`src/rtl/gpio_cmd_rx_pkg.sv`:
```
// Shared constants and types for the GPIO configuration frame receiver.
// The command ID and param codes are also used by the interrupt-frame generator.
package gpio_cmd_rx_pkg;

    localparam logic [7:0] GPIO_CMD_ID    = 8'h47;
    localparam logic [7:0] PARAM_LEVEL    = 8'h6c;
    localparam logic [7:0] PARAM_DIR      = 8'h64;
    localparam logic [7:0] PARAM_INT      = 8'h69;
    localparam logic [7:0] GPIO_FRAME_LEN = 8'd4;

    typedef enum logic [2:0] {
        IDLE,
        HDR_CTR,
        HDR_LEN,
        PARAM,
        DATA,
        CHECK,
        DISCARD
    } rx_state_e;

    function automatic logic is_valid_param(input logic [7:0] p);
        return (p == PARAM_LEVEL) || (p == PARAM_DIR) || (p == PARAM_INT);
    endfunction

endpackage

```
`src/rtl/gpio_cmd_rx.sv`:
```
// Receives GPIO configuration frames from the host byte stream and applies the
// 24-bit payload to the level, direction or interrupt-enable register at frame end.
module gpio_cmd_rx
    import gpio_cmd_rx_pkg::*;
#(
    parameter int         GPIO_WIDTH = 24,
    parameter logic [7:0] CMD_ID     = GPIO_CMD_ID
) (
    input  logic                  clk,
    input  logic                  reset,
    input  logic [7:0]            in_data,
    input  logic                  in_data_valid,
    input  logic                  in_frame_valid,
    output logic [GPIO_WIDTH-1:0] gpio_level,
    output logic [GPIO_WIDTH-1:0] gpio_direction,
    output logic [GPIO_WIDTH-1:0] gpio_int_enable,
    output logic                  ack_valid,
    output logic                  ack_err
);

    rx_state_e             state_q, state_d;
    logic                  frame_prev_q, frame_prev_d;
    logic                  armed_q, armed_d;
    logic                  extra_q, extra_d;
    logic [7:0]            len_q, len_d;
    logic [7:0]            param_q, param_d;
    logic [1:0]            byte_cnt_q, byte_cnt_d;
    logic [GPIO_WIDTH-1:0] shadow_q, shadow_d;
    logic [GPIO_WIDTH-1:0] level_q, level_d;
    logic [GPIO_WIDTH-1:0] dir_q, dir_d;
    logic [GPIO_WIDTH-1:0] inten_q, inten_d;
    logic                  ack_valid_q, ack_valid_d;
    logic                  ack_err_q, ack_err_d;

    logic byte_acc;
    logic frame_start;
    logic frame_end;
    logic frame_err;

    assign byte_acc    = in_data_valid & in_frame_valid;
    assign frame_start = in_frame_valid & ~frame_prev_q;
    assign frame_end   = ~in_frame_valid & frame_prev_q;
    assign frame_err   = (len_q != GPIO_FRAME_LEN) | ~is_valid_param(param_q) | extra_q;

    // armed_q remembers a seen frame start while IDLE waits for the ID byte;
    // a high in_frame_valid without a seen start is a frame we joined late.
    always_comb begin
        state_d      = state_q;
        frame_prev_d = in_frame_valid;
        armed_d      = 1'b0;
        extra_d      = extra_q;
        len_d        = len_q;
        param_d      = param_q;
        byte_cnt_d   = byte_cnt_q;
        shadow_d     = shadow_q;
        level_d      = level_q;
        dir_d        = dir_q;
        inten_d      = inten_q;
        ack_valid_d  = 1'b0;
        ack_err_d    = 1'b0;

        if (frame_end) begin
            state_d    = IDLE;
            byte_cnt_d = 2'd0;
            case (state_q)
                IDLE, DISCARD: ;
                CHECK: begin
                    ack_valid_d = 1'b1;
                    if (frame_err) begin
                        ack_err_d = 1'b1;
                    end else begin
                        case (param_q)
                            PARAM_LEVEL: level_d = shadow_q;
                            PARAM_DIR:   dir_d   = shadow_q;
                            PARAM_INT:   inten_d = shadow_q;
                            default: ;
                        endcase
                    end
                end
                default: begin
                    ack_valid_d = 1'b1;
                    ack_err_d   = 1'b1;
                end
            endcase
        end else begin
            case (state_q)
                IDLE: begin
                    if (in_frame_valid) begin
                        if (frame_start || armed_q) begin
                            if (in_data_valid) begin
                                state_d    = (in_data == CMD_ID) ? HDR_CTR : DISCARD;
                                extra_d    = 1'b0;
                                byte_cnt_d = 2'd0;
                            end else begin
                                armed_d = 1'b1;
                            end
                        end else begin
                            state_d = DISCARD;
                        end
                    end
                end
                HDR_CTR: begin
                    if (byte_acc) state_d = HDR_LEN;
                end
                HDR_LEN: begin
                    if (byte_acc) begin
                        len_d   = in_data;
                        state_d = PARAM;
                    end
                end
                PARAM: begin
                    if (byte_acc) begin
                        param_d = in_data;
                        state_d = DATA;
                    end
                end
                DATA: begin
                    if (byte_acc) begin
                        shadow_d = {shadow_q[GPIO_WIDTH-9:0], in_data};
                        if (byte_cnt_q == 2'd2) begin
                            byte_cnt_d = 2'd0;
                            state_d    = CHECK;
                        end else begin
                            byte_cnt_d = byte_cnt_q + 2'd1;
                        end
                    end
                end
                CHECK: begin
                    if (byte_acc) extra_d = 1'b1;
                end
                DISCARD: ;
                default: state_d = IDLE;
            endcase
        end
    end

    // The edge detector resets high so a frame already in flight at reset
    // release is not mistaken for a fresh frame start.
    always_ff @(posedge clk or posedge reset) begin
        if (reset) begin
            state_q      <= IDLE;
            frame_prev_q <= 1'b1;
            armed_q      <= 1'b0;
            extra_q      <= 1'b0;
            len_q        <= '0;
            param_q      <= '0;
            byte_cnt_q   <= '0;
            shadow_q     <= '0;
            level_q      <= '0;
            dir_q        <= '0;
            inten_q      <= '0;
            ack_valid_q  <= 1'b0;
            ack_err_q    <= 1'b0;
        end else begin
            state_q      <= state_d;
            frame_prev_q <= frame_prev_d;
            armed_q      <= armed_d;
            extra_q      <= extra_d;
            len_q        <= len_d;
            param_q      <= param_d;
            byte_cnt_q   <= byte_cnt_d;
            shadow_q     <= shadow_d;
            level_q      <= level_d;
            dir_q        <= dir_d;
            inten_q      <= inten_d;
            ack_valid_q  <= ack_valid_d;
            ack_err_q    <= ack_err_d;
        end
    end

    assign gpio_level      = level_q;
    assign gpio_direction  = dir_q;
    assign gpio_int_enable = inten_q;
    assign ack_valid       = ack_valid_q;
    assign ack_err         = ack_err_q;

endmodule

```
`config.mk`:
```
export PLATFORM = sky130hd
export DESIGN_NAME = gpio_cmd_rx
export DESIGN_NICKNAME = d
export VERILOG_FILES = /design/src/rtl/gpio_cmd_rx_pkg.sv /design/src/rtl/gpio_cmd_rx.sv
export SDC_FILE = /design/constraint.sdc
export NUM_CORES = 1
export LEC_CHECK = 0
export CORE_MARGIN = 3
export CORE_UTILIZATION = 30
export DETAILED_ROUTE_END_ITERATION = 10
export PLACE_DENSITY = 0.52
export SLEW_MARGIN = 20
export SYNTH_ARGS = -nofsm -noshare
export SYNTH_HDL_FRONTEND = slang
export SYNTH_SLANG_ARGS = --single-unit
```
`constraint.sdc`:
```
create_clock -name clk -period 3.7 [get_ports clk]
set_clock_uncertainty 0.15 [all_clocks]
set_input_delay 0.555 -clock clk [delete_from_list [all_inputs] [get_ports clk]]
set_output_delay 0.555 -clock clk [all_outputs]
set_load 0.01 [all_outputs]
```
# == Yosys cells after proc, flatten, opt, wreduce, memory -nomap -nowiden ==
# Cells that the tools add are included.
# word_totals
in_bits,12
elab_cells,100
reg_bits,122
output_inout_bits,74
# op_classes
eq_ne,26
n_mux,33
n_bitwise,10
addsub,1
reduce_logical,17
# op_table
operator,count
== test 8 x 7 -> 1 bit (second input constant),4
2-to-1 mux 3 bit,10
!= test 3 bit (second input constant),8
case mux 3 bit (6 select lines),1
2-to-1 mux 1 bit,13
2-to-1 mux 2 bit,6
AND reduction 4 bit,3
== test 3 bit (second input constant),3
AND reduction 3 bit,3
!= test 2 bit (second input constant),4
!= test 8 x 3 -> 1 bit (second input constant),1
AND reduction 8 bit,1
== test 3 x 2 -> 1 bit (second input constant),2
AND reduction 6 bit,1
NOT 1 bit,5
AND reduction 5 bit,1
!= test 4 bit (second input constant),1
case mux 1 bit (2 select lines),2
case mux 2 bit (2 select lines),1
OR reduction 2 bit,2
bitwise AND 1 bit,3
== test 3 x 1 -> 1 bit (second input constant),1
zero test 3 bit,1
logical OR 1 bit,3
other kinds (6),7

# == Depth between registers and ports, before layout ==
# Gate-level depths: netlist of run 1.
# logic_depth
ltp_word,9
mapped_depth,7
ltp_nobuf,4

# == Worst setup path before layout of run 1 ==
# No wires, ideal clock.
# synth_path
path_kind,in2reg
startpoint,input in_frame_valid
endpoint,register inten_q[0] (netlist: gpio_int_enable[0])
setup_ns,0.125
path_slack_ns,1.262
arrival_time_ns,2.163
stages,5
n_path_buf,1
required_time_ns,3.425
path_cell_list,or2b_2 or3_1 nor3_2 buf_2 mux2_2
# synth_between
elab_chain_cells,3
# synth_lines
element,line,text
from (decl),gpio_cmd_rx.sv:13,"input logic in_frame_valid,"
NOT 1 bit,gpio_cmd_rx.sv:42,assign frame_end = ~in_frame_valid & frame_prev_q;
bitwise AND 1 bit,gpio_cmd_rx.sv:42,
AND reduction 4 bit (no line),-,
to (signal assigned),gpio_cmd_rx.sv:165,inten_q <= inten_d;
to (decl),gpio_cmd_rx.sv:31,"logic [GPIO_WIDTH-1:0] inten_q, inten_d;"
# Every way passes these cells.
# A chain may end at the register's enable or synchronous reset.

# == Worst setup path after layout of run 1 ==
# layout_path
startpoint,input in_frame_valid
endpoint,register level_q[13] (netlist: gpio_level[13])
# layout_between
elab_chain_cells,3
# layout_lines
element,line,text
NOT 1 bit,gpio_cmd_rx.sv:42,
bitwise AND 1 bit,gpio_cmd_rx.sv:42,
AND reduction 4 bit (no line),-,
to (signal assigned),gpio_cmd_rx.sv:163,level_q <= level_d;
to (decl),gpio_cmd_rx.sv:29,"logic [GPIO_WIDTH-1:0] level_q, level_d;"
# Every way passes these cells.

==> impl_results.md, run 1 <==
- Multi-input logic area: 1800 um^2
- Worst-path fanout max: 20
- Final nets: 429
- Slowest stage delay, CP: 0.54 ns
- Comb power frac: 0.133
- Register area share after synthesis: 0.617
- Hold path startpoint: param_q[6]$_DFFE_PP0P_
- CP bufs+invs: 2
- Synthesized cell area: 4950 um^2
- Filler cells: 1528
- Crit path required time: 3.83 ns
- Count leader, synth: dfrtp_1
- Largest net degree at the start of global routing: 123
- DPL Wire Length: 7480 um
- Leakage: 3.04 nW
- Post-Place Setup Slack: 0.433 ns
- Cell taking the most area after synthesis: dfrtp_1
- Async SR Flop Fraction: 1.00
- Chip height: 134 um
- Synth-to-layout area growth: 32.9%
- Top post-synthesis cells by area: dfrtp_1 61%, mux2_2 21%, mux2_4 6.1%
- Fmax: 0.351 GHz
- Yosys cell types: 44
- Cell Rows: 46
- Switch share: 0.265
- RePlAce Congestion: 0.836
- Area of the die: 18100 um^2
- Global route overflow: 0
- Resized Gates After CTS: 0
- Syn_nets: 331
- First-pass iteration count of the detailed router: 4
- CTS root buffer: clkbuf_16
- Max_cap viols: 0
- Slew Limit Headroom: 0.499
- Sw power: 0.000992 W
- Via count: 2946
- Crit path kind: input port to flop
- VDD IR max: 0.303 mV
- CTS sink count: 122
- CP endpoint kind: flop
- Overall power: 0.00375 W
- Internal cell power: 0.00275 W
- First-pass GRT wire length: 17800 um
- Core area: 16000 um^2
- CTS max path bufs: 2
- Clock share of power: 0.380
- Min cycle time layout: 2.85 ns
- Min Hold Slack: 0.347 ns
- Layout cells sized above 1: 0.367
- Final Hold Fails: 0
- Post-CTS Repair Setup Buffers: 0
- 1st-iter DRT viols: 247
- Power share of the sequential group: 0.487
- Initial Util: 0.309
- Port bufs: 85
- IO Pins: 86
- FF+latch count, synth: 122
- Reg2Reg Launch Point: len_q[0]$_DFFE_PP0P_
- Worst hold path class: flop to flop
- DRC errors left: 0
- H-tree lvl count: 4
- Setup TNS: 0 ns
- Setup ws final: 0.854 ns
- Setup violations, final: 0
- Share of the synthesized area in the top cell type: 0.612
- Fin util: 0.411
- CP startpoint kind: input port
- Tot GR Track Use: 0.128
- Initial antenna violation count: 0
- Yosys Warn Count: 0
- RSZ-0062 raised after global routing: false
- Run status: complete, no violations
- Routed WL: 11000 um
- Worst Path Arrival: 2.98 ns
- CTS Buf Count: 17
- Worst-Margin Slew: 0.749 ns
- Number of enable flip-flop cells after synthesis: 0
- Number of global-route vias before repair: 3129
- # diodes: 0
- Pwr per Cell Area: 569 nW/um^2
- Storage element area: 3050 um^2
- Top_reg_cell synth: dfrtp_1
- Worst Setup SP: in_frame_valid
- Hold_buf cts: 0
- Max Transition Viols Final: 0
- Synth cell count leaders: 121 x dfrtp_1, 91 x mux2_2, 20 x mux2_4
- Cell family with most CP delay: simple AND/OR/NAND/NOR gates
- Reg clk slew, reported paths: 0.05 ns
- WL/cell: 17.1 um
- Clock latency on the worst-skew pair: 0.40 ns
- Post-DR vias/cell: 4.57
- Period utilization: 0.769
- Crit path cell chain: clkdlybuf4s50_1 -> or2b_2 -> or3_4 -> or3_2 -> buf_12 -> mux2_4
- Synthesized instance count: 319
- Die W: 134 um
- Mean Syn Cell Area: 15.5 um^2
- TritonCTS clock tree: yes
- Final ANT Viol Nets: 0
- Slowest-stage cell, CP: clkdlybuf4s50_1
## cell families (layout without fill, tap and decap cells)
group | after synthesis | count (layout) | share of synthesized area
DFF | 122 | 122 | 0.617
muxes | 111 | 111 | 0.268
and+or+nand+nor | 46 | 46 | 0.0594
AOI/OAI and AO/OA | 23 | 23 | 0.0324
buffers and inverters | 16 | 125 | 0.0217
xor gates and xnor gates | 1 | 1 | 0.00177
## registers in the layout, summed over array words and instances (netlist names), 2 cells and up
| register | flops |
|---|---|
| byte_cnt_q | 2 |
| state_q | 3 |
| gpio_int_enable | 24 |
| gpio_direction | 24 |
| shadow_q | 24 |
| param_q | 8 |
| gpio_level | 24 |
| len_q | 8 |
## cell usage in the layout (no fill, tap or decap), types with 3 or more instances in the layout
| cell | Yosys | routed |
|---|---|---|
| clkbuf_16 | 0 | 17 |
| buf_4 | 0 | 5 |
| nand2_1 | 6 | 6 |
| clkinv_2 | 0 | 3 |
| clkbuf_1 | 4 | 7 |
| mux2_4 | 20 | 20 |
| dfrtp_1 | 121 | 121 |
| nor2_1 | 10 | 9 |
| a21oi_1 | 4 | 4 |
| clkbuf_8 | 0 | 3 |
| mux2_2 | 91 | 91 |
| clkdlybuf4s50_1 | 0 | 85 |
| o21ai_0 | 7 | 7 |
## power groups by stage
stage          Sequential [W]  Clock [W]  Combinational [W]
5_1_grt               0.00186    0.00153           0.000559
2_1_floorplan         0.00171          0           0.000437
3_3_place_gp          0.00184          0           0.000492
6_report              0.00182    0.00142           0.000499
3_5_place_dp          0.00184          0           0.000505
4_1_cts               0.00182    0.00147           0.000508
## cell type report
cell class,count,share of cell area
clock buffer,27,0.0749
clock inverter,3,0.00228
tap,216,0.0411
multi-input combinational,181,0.274
sequential,122,0.464
inverter,3,0.00228
timing repair buffer,92,0.141
## per-layer routing
layer	routed length, um	part of all wire	GRT usage	up-vias
met2	4900	0.44	0.189	74
met3	515	0.047	0.0410	8
met5	0	0	0	-
li1	-	-	-	1351
met1	5500	0.50	0.180	1513
met4	119	0.011	0.0424	0
## stage by stage
step,area (um^2),instances
after global routing,6580,644
after detailed placement,6070,614
final,6580,644
after floorplan,4950,319
after global placement,6070,614
after CTS,6580,644
## worst paths after layout
path,endpoint,depth (start not counted),slack (ns)
worst max-delay path,gpio_level[13]$_DFFE_PP0P_,6,0.85
worst min-delay path,param_q[6]$_DFFE_PP0P_,1,0.35
worst max register to register,gpio_level[13]$_DFFE_PP0P_,5,1.01
worst min register to register,param_q[6]$_DFFE_PP0P_,1,0.35
max in group asynchronous,param_q[3]$_DFFE_PP0P_,3,2.37
min in group asynchronous,gpio_int_enable[19]$_DFFE_PP0P_,3,0.54
No activity file was read; power rests on OpenSTA's default activity.
==> run 2, diff against run 1 <==
Clock period 3.7 ns to 2.35 ns, I/O delays scaled along.
==> impl_results.md, run 2 (synthesis gave the netlist of run 1 again) <==
- Port bufs: 85
- Cell Rows: 46
- WL/cell: 18.9 um
- Commonest non-fill, non-tap cell in the layout: dfrtp_1
- DRC errors left: 0
- Initial Util: 0.309
- Layout cells sized above 1: 0.430
- Die W: 134 um
- CTS max path bufs: 2
- First-pass iteration count of the detailed router: 4
- Worst Path Arrival: 2.65 ns
- R2r setup slk: -0.15 ns
- Final ANT Viol Nets: 0
- Power share of the sequential group: 0.457
- Chip height: 134 um
- H-tree lvl count: 4
- Max_cap viols: 0
- Core area: 16000 um^2
- IO Pins: 86
- DPL Wire Length: 7950 um
- Switch share: 0.278
- CP endpoint kind: flop
- Reg2Reg Launch Point: len_q[3]$_DFFE_PP0P_
- Number of global-route vias before repair: 3315
- # diodes: 0
- Internal cell power: 0.00447 W
- Worst Setup SP: len_q[3]$_DFFE_PP0P_
- CTS Buf Count: 17
- Run status: complete, but fails checks
- Setup violations, final: 63
- Leakage: 3.33 nW
- First-pass GRT wire length: 19400 um
- Post-DP Area: 6270 um^2
- Reg clk slew, reported paths: 0.05 ns
- Hold_buf cts: 0
- Area of the die: 18100 um^2
- Fmax: 0.400 GHz
- Period utilization: 1.06
- Pwr per Cell Area: 853 nW/um^2
- Largest net degree at the start of global routing: 63
- Final nets: 463
- Worst-Margin Slew: 0.537 ns
- Setup ws final: -0.152 ns
- CP startpoint kind: flop
- Worst hold path class: input port to async pin
- Via count: 3147
- RSZ-0062 raised after global routing: true
- Comb power frac: 0.155
- Synth-to-layout area growth: 46.6%
- Tot GR Track Use: 0.142
- Routed WL: 12900 um
- Worst-path fanout max: 5
- 1st-iter DRT viols: 215
- Sw power: 0.00172 W
- Overall power: 0.00619 W
- TritonCTS clock tree: yes
- Global route overflow: 0
- Clock latency on the worst-skew pair: 0.41 ns
- Min cycle time layout: 2.50 ns
- FF-to-FF path depth: 7
- Crit path kind: flop to flop
- Setup TNS: -6.61 ns
- Fin area: 7260 um^2
- Post-Place Setup Slack: -0.467 ns
- RR Endpoint: gpio_direction[22]$_DFFE_PP0P_
- Crit path required time: 2.49 ns
- RePlAce Congestion: 0.835
- CTS root buffer: clkbuf_16
- Failing checks: setup timing
- Final Hold Fails: 0
- CTS sink count: 122
- Initial antenna violation count: 0
- Max Transition Viols Final: 0
- Slew Limit Headroom: 0.637
- Post-DR vias/cell: 4.63
- VDD IR max: 0.519 mV
- Commonest non-fill, non-tap cells in the layout: 121 x dfrtp_1, 85 x clkdlybuf4s50_1, 68 x mux2_4
- Clock share of power: 0.387
- CP endpoint: gpio_direction[22]$_DFFE_PP0P_
-- run 2: cell types whose count changed in the layout (fill, tap and decap cells not counted), moves of 3 or more --
cell	delta
clkinv_4	+4
buf_16	+3
clkinv_2	+3
buf_4	+15
buf_12	+4
buf_8	+3
buf_6	+7
clkbuf_1	-6
mux2_4	+48
mux2_2	-48
-- run 2: repair_timing --
item                                    CTS  global route
pin swaps                                 2             4
resized for setup                        26            47
setup buffers                             4             2
endpoints found under the setup margin   72            72
gates cloned                              4             3
-- run 2: final cells by class --
cell class              count  area (um^2)
fillers                  1475         8740
flip-flops and latches    122         3050
multi-input cells         181         2000
repair buffers            126         1380
clock buffers              19          443
well taps                 216          270
clock inverters            12          103
inverters                   3         15.0
-- run 2: power by group through the flow --
stage	Combinational (W)	Clock, W	Sequential (W)
after floorplan	0.000688	0	0.00269
after global placement	0.000920	0	0.00284
after detailed placement	0.000941	0	0.00285
after CTS	0.000957	0.00247	0.00282
after global routing	0.00105	0.00257	0.00290
final	0.000962	0.00240	0.00283
-- run 2: worst min-delay path by stage --
| stage | from | to | slack, ns | cells past startpoint |
|---|---|---|---|---|
| final | reset | ack_valid$_DFF_PP0_ | 0.18 | 2 |
| after global placement | param_q[6]$_DFFE_PP0P_ | param_q[6]$_DFFE_PP0P_ | 0.33 | 1 |
| after CTS | reset | ack_valid$_DFF_PP0_ | 0.18 | 2 |
| after floorplan | in_frame_valid | frame_prev_q$_DFF_PP1_ | 0.21 | 0 |
| after detailed placement | len_q[2]$_DFFE_PP0P_ | len_q[2]$_DFFE_PP0P_ | 0.34 | 1 |
| after global routing | reset | ack_valid$_DFF_PP0_ | 0.20 | 2 |
-- run 2: stage by stage --
| stage | cells | hold WS (ns) | utilization |
|---|---|---|---|
| after floorplan | 319 | 0.207 | - |
| final | 679 | 0.181 | 0.454 |
| after CTS | 675 | 0.179 | 0.440 |
| after global routing | 679 | 0.198 | 0.454 |
| after detailed placement | 636 | 0.338 | 0.392 |
| after global placement | 636 | 0.333 | 0.392 |
-- run 2: metal layers --
| metal | GRT usage | share of wire | vias to the layer above |
|---|---|---|---|
| met4 | 0.0577 | 0.017 | 0 |
| li1 | - | - | 1428 |
| met3 | 0.0406 | 0.045 | 15 |
| met5 | 0 | 0 | - |
| met2 | 0.218 | 0.46 | 93 |
| met1 | 0.191 | 0.47 | 1611 |
-- run 2: critical path, cell delays in order, from the launching register on --
cell and delay, ns:
dfrtp_1 0.37, or4b_4 0.56, or3_4 0.35, buf_6 0.13, nor3_4 0.20, buf_6 0.17, clkbuf_16 0.16, mux2_4 0.29
==> run 3, diff against run 2 <==
Settings changed: CORE_ASPECT_RATIO set to 1.4, CTS_BUF_LIST set to sky130_fd_sc_hd__clkbuf_4.
==> impl_results.md, run 3 (synthesis gave the netlist of run 1 again) <==
- Run status: complete, but fails checks
- Failing checks: setup timing
- RSZ-0062 raised after global routing: true
- Pwr per Cell Area: 748 nW/um^2
- Largest net degree at the start of global routing: 59
- Commonest non-fill, non-tap cells in the layout: 121 x dfrtp_1, 85 x clkdlybuf4s50_1, 67 x mux2_2
- CP endpoint: gpio_direction[1]$_DFFE_PP0P_
- Slew Limit Headroom: 0.675
- First-pass GRT wire length: 18300 um
- DRC errors left: 0
- Filler cells: 1477
- Via count: 3082
- Crit path cell chain: or4b_4 -> or3_4 -> buf_6 -> nor3_4 -> buf_12 -> clkbuf_16 -> mux2_4
- Sw power: 0.00148 W
- Crit path kind: flop to flop
- Worst Setup SP: len_q[3]$_DFFE_PP0P_
- Cell Rows: 54
- TritonCTS clock tree: yes
- Core area: 15900 um^2
- Tot GR Track Use: 0.134
- Worst hold path class: input port to flop
- CTS root buffer: clkbuf_4
- CTS Buf Count: 17
- Routed WL: 11900 um
- Power share of the sequential group: 0.554
- VDD IR max: 0.371 mV
- Finished Layout Cells: 654
- IO Pins: 86
- Switch share: 0.292
- Leakage: 3.14 nW
- RePlAce Congestion: 0.827
- Area of the die: 18100 um^2
- Port bufs: 85
- CTS sink count: 122
- Global route overflow: 0
- Initial Util: 0.312
- WL/cell: 18.2 um
- Number of global-route vias before repair: 3268
- RR Endpoint: gpio_direction[1]$_DFFE_PP0P_
- CP bufs+invs: 3
- Post-DR vias/cell: 4.71
- Final ANT Viol Nets: 0
- R2r setup slk: -0.13 ns
- First-pass iteration count of the detailed router: 4
- Max Transition Viols Final: 0
- Die W: 115 um
- Setup violations, final: 67
- Cell family with most CP delay: simple AND/OR/NAND/NOR gates
- Synth-to-layout area growth: 37.2%
- H-tree lvl count: 4
- Reg clk slew, reported paths: 0.09 ns
- CP startpoint kind: flop
- Min cycle time layout: 2.48 ns
- Chip height: 158 um
- Worst-Margin Slew: 0.481 ns
- Period utilization: 1.06
- Slowest-stage cell, CP: or4b_4
- Comb power frac: 0.183
- Setup TNS: -5.79 ns
- Slowest stage delay, CP: 0.55 ns
- Setup ws final: -0.130 ns
- CTS max path bufs: 2
- Cell count after placement: 612
- CP endpoint kind: flop
- 1st-iter DRT viols: 123
- Final Hold Fails: 0
- Crit path required time: 2.60 ns
- Layout cells sized above 1: 0.409
- DPL Wire Length: 8000 um
- Initial antenna violation count: 1
- Clock share of power: 0.263
- FF-to-FF path depth: 7
- Fmax: 0.403 GHz
- Clock latency on the worst-skew pair: 0.52 ns
- Worst-path fanout max: 6
- Commonest non-fill, non-tap cell in the layout: dfrtp_1
- Max_cap viols: 0
- Final nets: 457
- Crit path depth: 7
- Reg2Reg Launch Point: len_q[3]$_DFFE_PP0P_
- Internal cell power: 0.00360 W
- Worst Path Arrival: 2.73 ns
- Post-Place Setup Slack: -0.391 ns
run 3: what timing repair did:
item	4_1_cts	5_1_grt
resized for setup	7	28
hold buffers	1	0
setup endpoints to repair	59	70
endpoints found under the hold margin	10	0
buffers inserted	1	1
pin swaps	1	4
cloned	2	5
run 3: power groups by stage:
stage / registers, W / logic [W] / clock network [W]
2_1_floorplan: 0.00269 / 0.000688 / 0
3_3_place_gp: 0.00285 / 0.000911 / 0
3_5_place_dp: 0.00286 / 0.000928 / 0
6_report: 0.00282 / 0.000928 / 0.00134
4_1_cts: 0.00282 / 0.000935 / 0.00140
5_1_grt: 0.00288 / 0.00103 / 0.00149
run 3: per-stage QoR:
step	area (um^2)	util	hold slack (ns)	power, W
floorplan	4960	-	0.207	0.00338
global placement	6230	0.393	0.333	0.00376
detailed placement	6230	0.393	0.340	0.00379
CTS	6550	0.413	0.213	0.00515
global route	6790	0.428	0.228	0.00541
finish	6790	0.428	0.288	0.00508
run 3: area by class of cell:
cell class                      instances  area, um^2  share of cell area
Clock buffer                           18         135              0.0199
Multi-Input combinational cell        181        1900               0.280
Timing Repair Buffer                  120        1330               0.195
Inverter                                3        15.0             0.00221
Clock inverter                         13         110              0.0162
Sequential cell                       122        3050               0.450
Tap cell                              196         245              0.0361
Antenna cell                            1        2.50            0.000369
run 3: worst register-to-register path, delay by kind of cell (launching register included):
family / cells / cell delay, ns
simple gates: 3 / 1.09
buf+inv: 3 / 0.45
flops: 1 / 0.39
mux: 1 / 0.30
run 3: worst min-delay path by stage:
stage / start / end / slack (ns) / cells after the start
finish: in_frame_valid / frame_prev_q$_DFF_PP1_ / 0.29 / 2
global route: in_frame_valid / frame_prev_q$_DFF_PP1_ / 0.23 / 2
CTS: in_frame_valid / frame_prev_q$_DFF_PP1_ / 0.21 / 2
detailed placement: len_q[6]$_DFFE_PP0P_ / len_q[6]$_DFFE_PP0P_ / 0.34 / 1
global placement: len_q[6]$_DFFE_PP0P_ / len_q[6]$_DFFE_PP0P_ / 0.33 / 1
floorplan: in_frame_valid / frame_prev_q$_DFF_PP1_ / 0.21 / 0
run 3: per-layer routing:
metal	vias up	global-route usage	share of wire
li1	1409	-	-
met1	1584	0.162	0.41
met2	74	0.226	0.53
met3	15	0.0340	0.039
met4	0	0.0560	0.015
met5	-	0	0
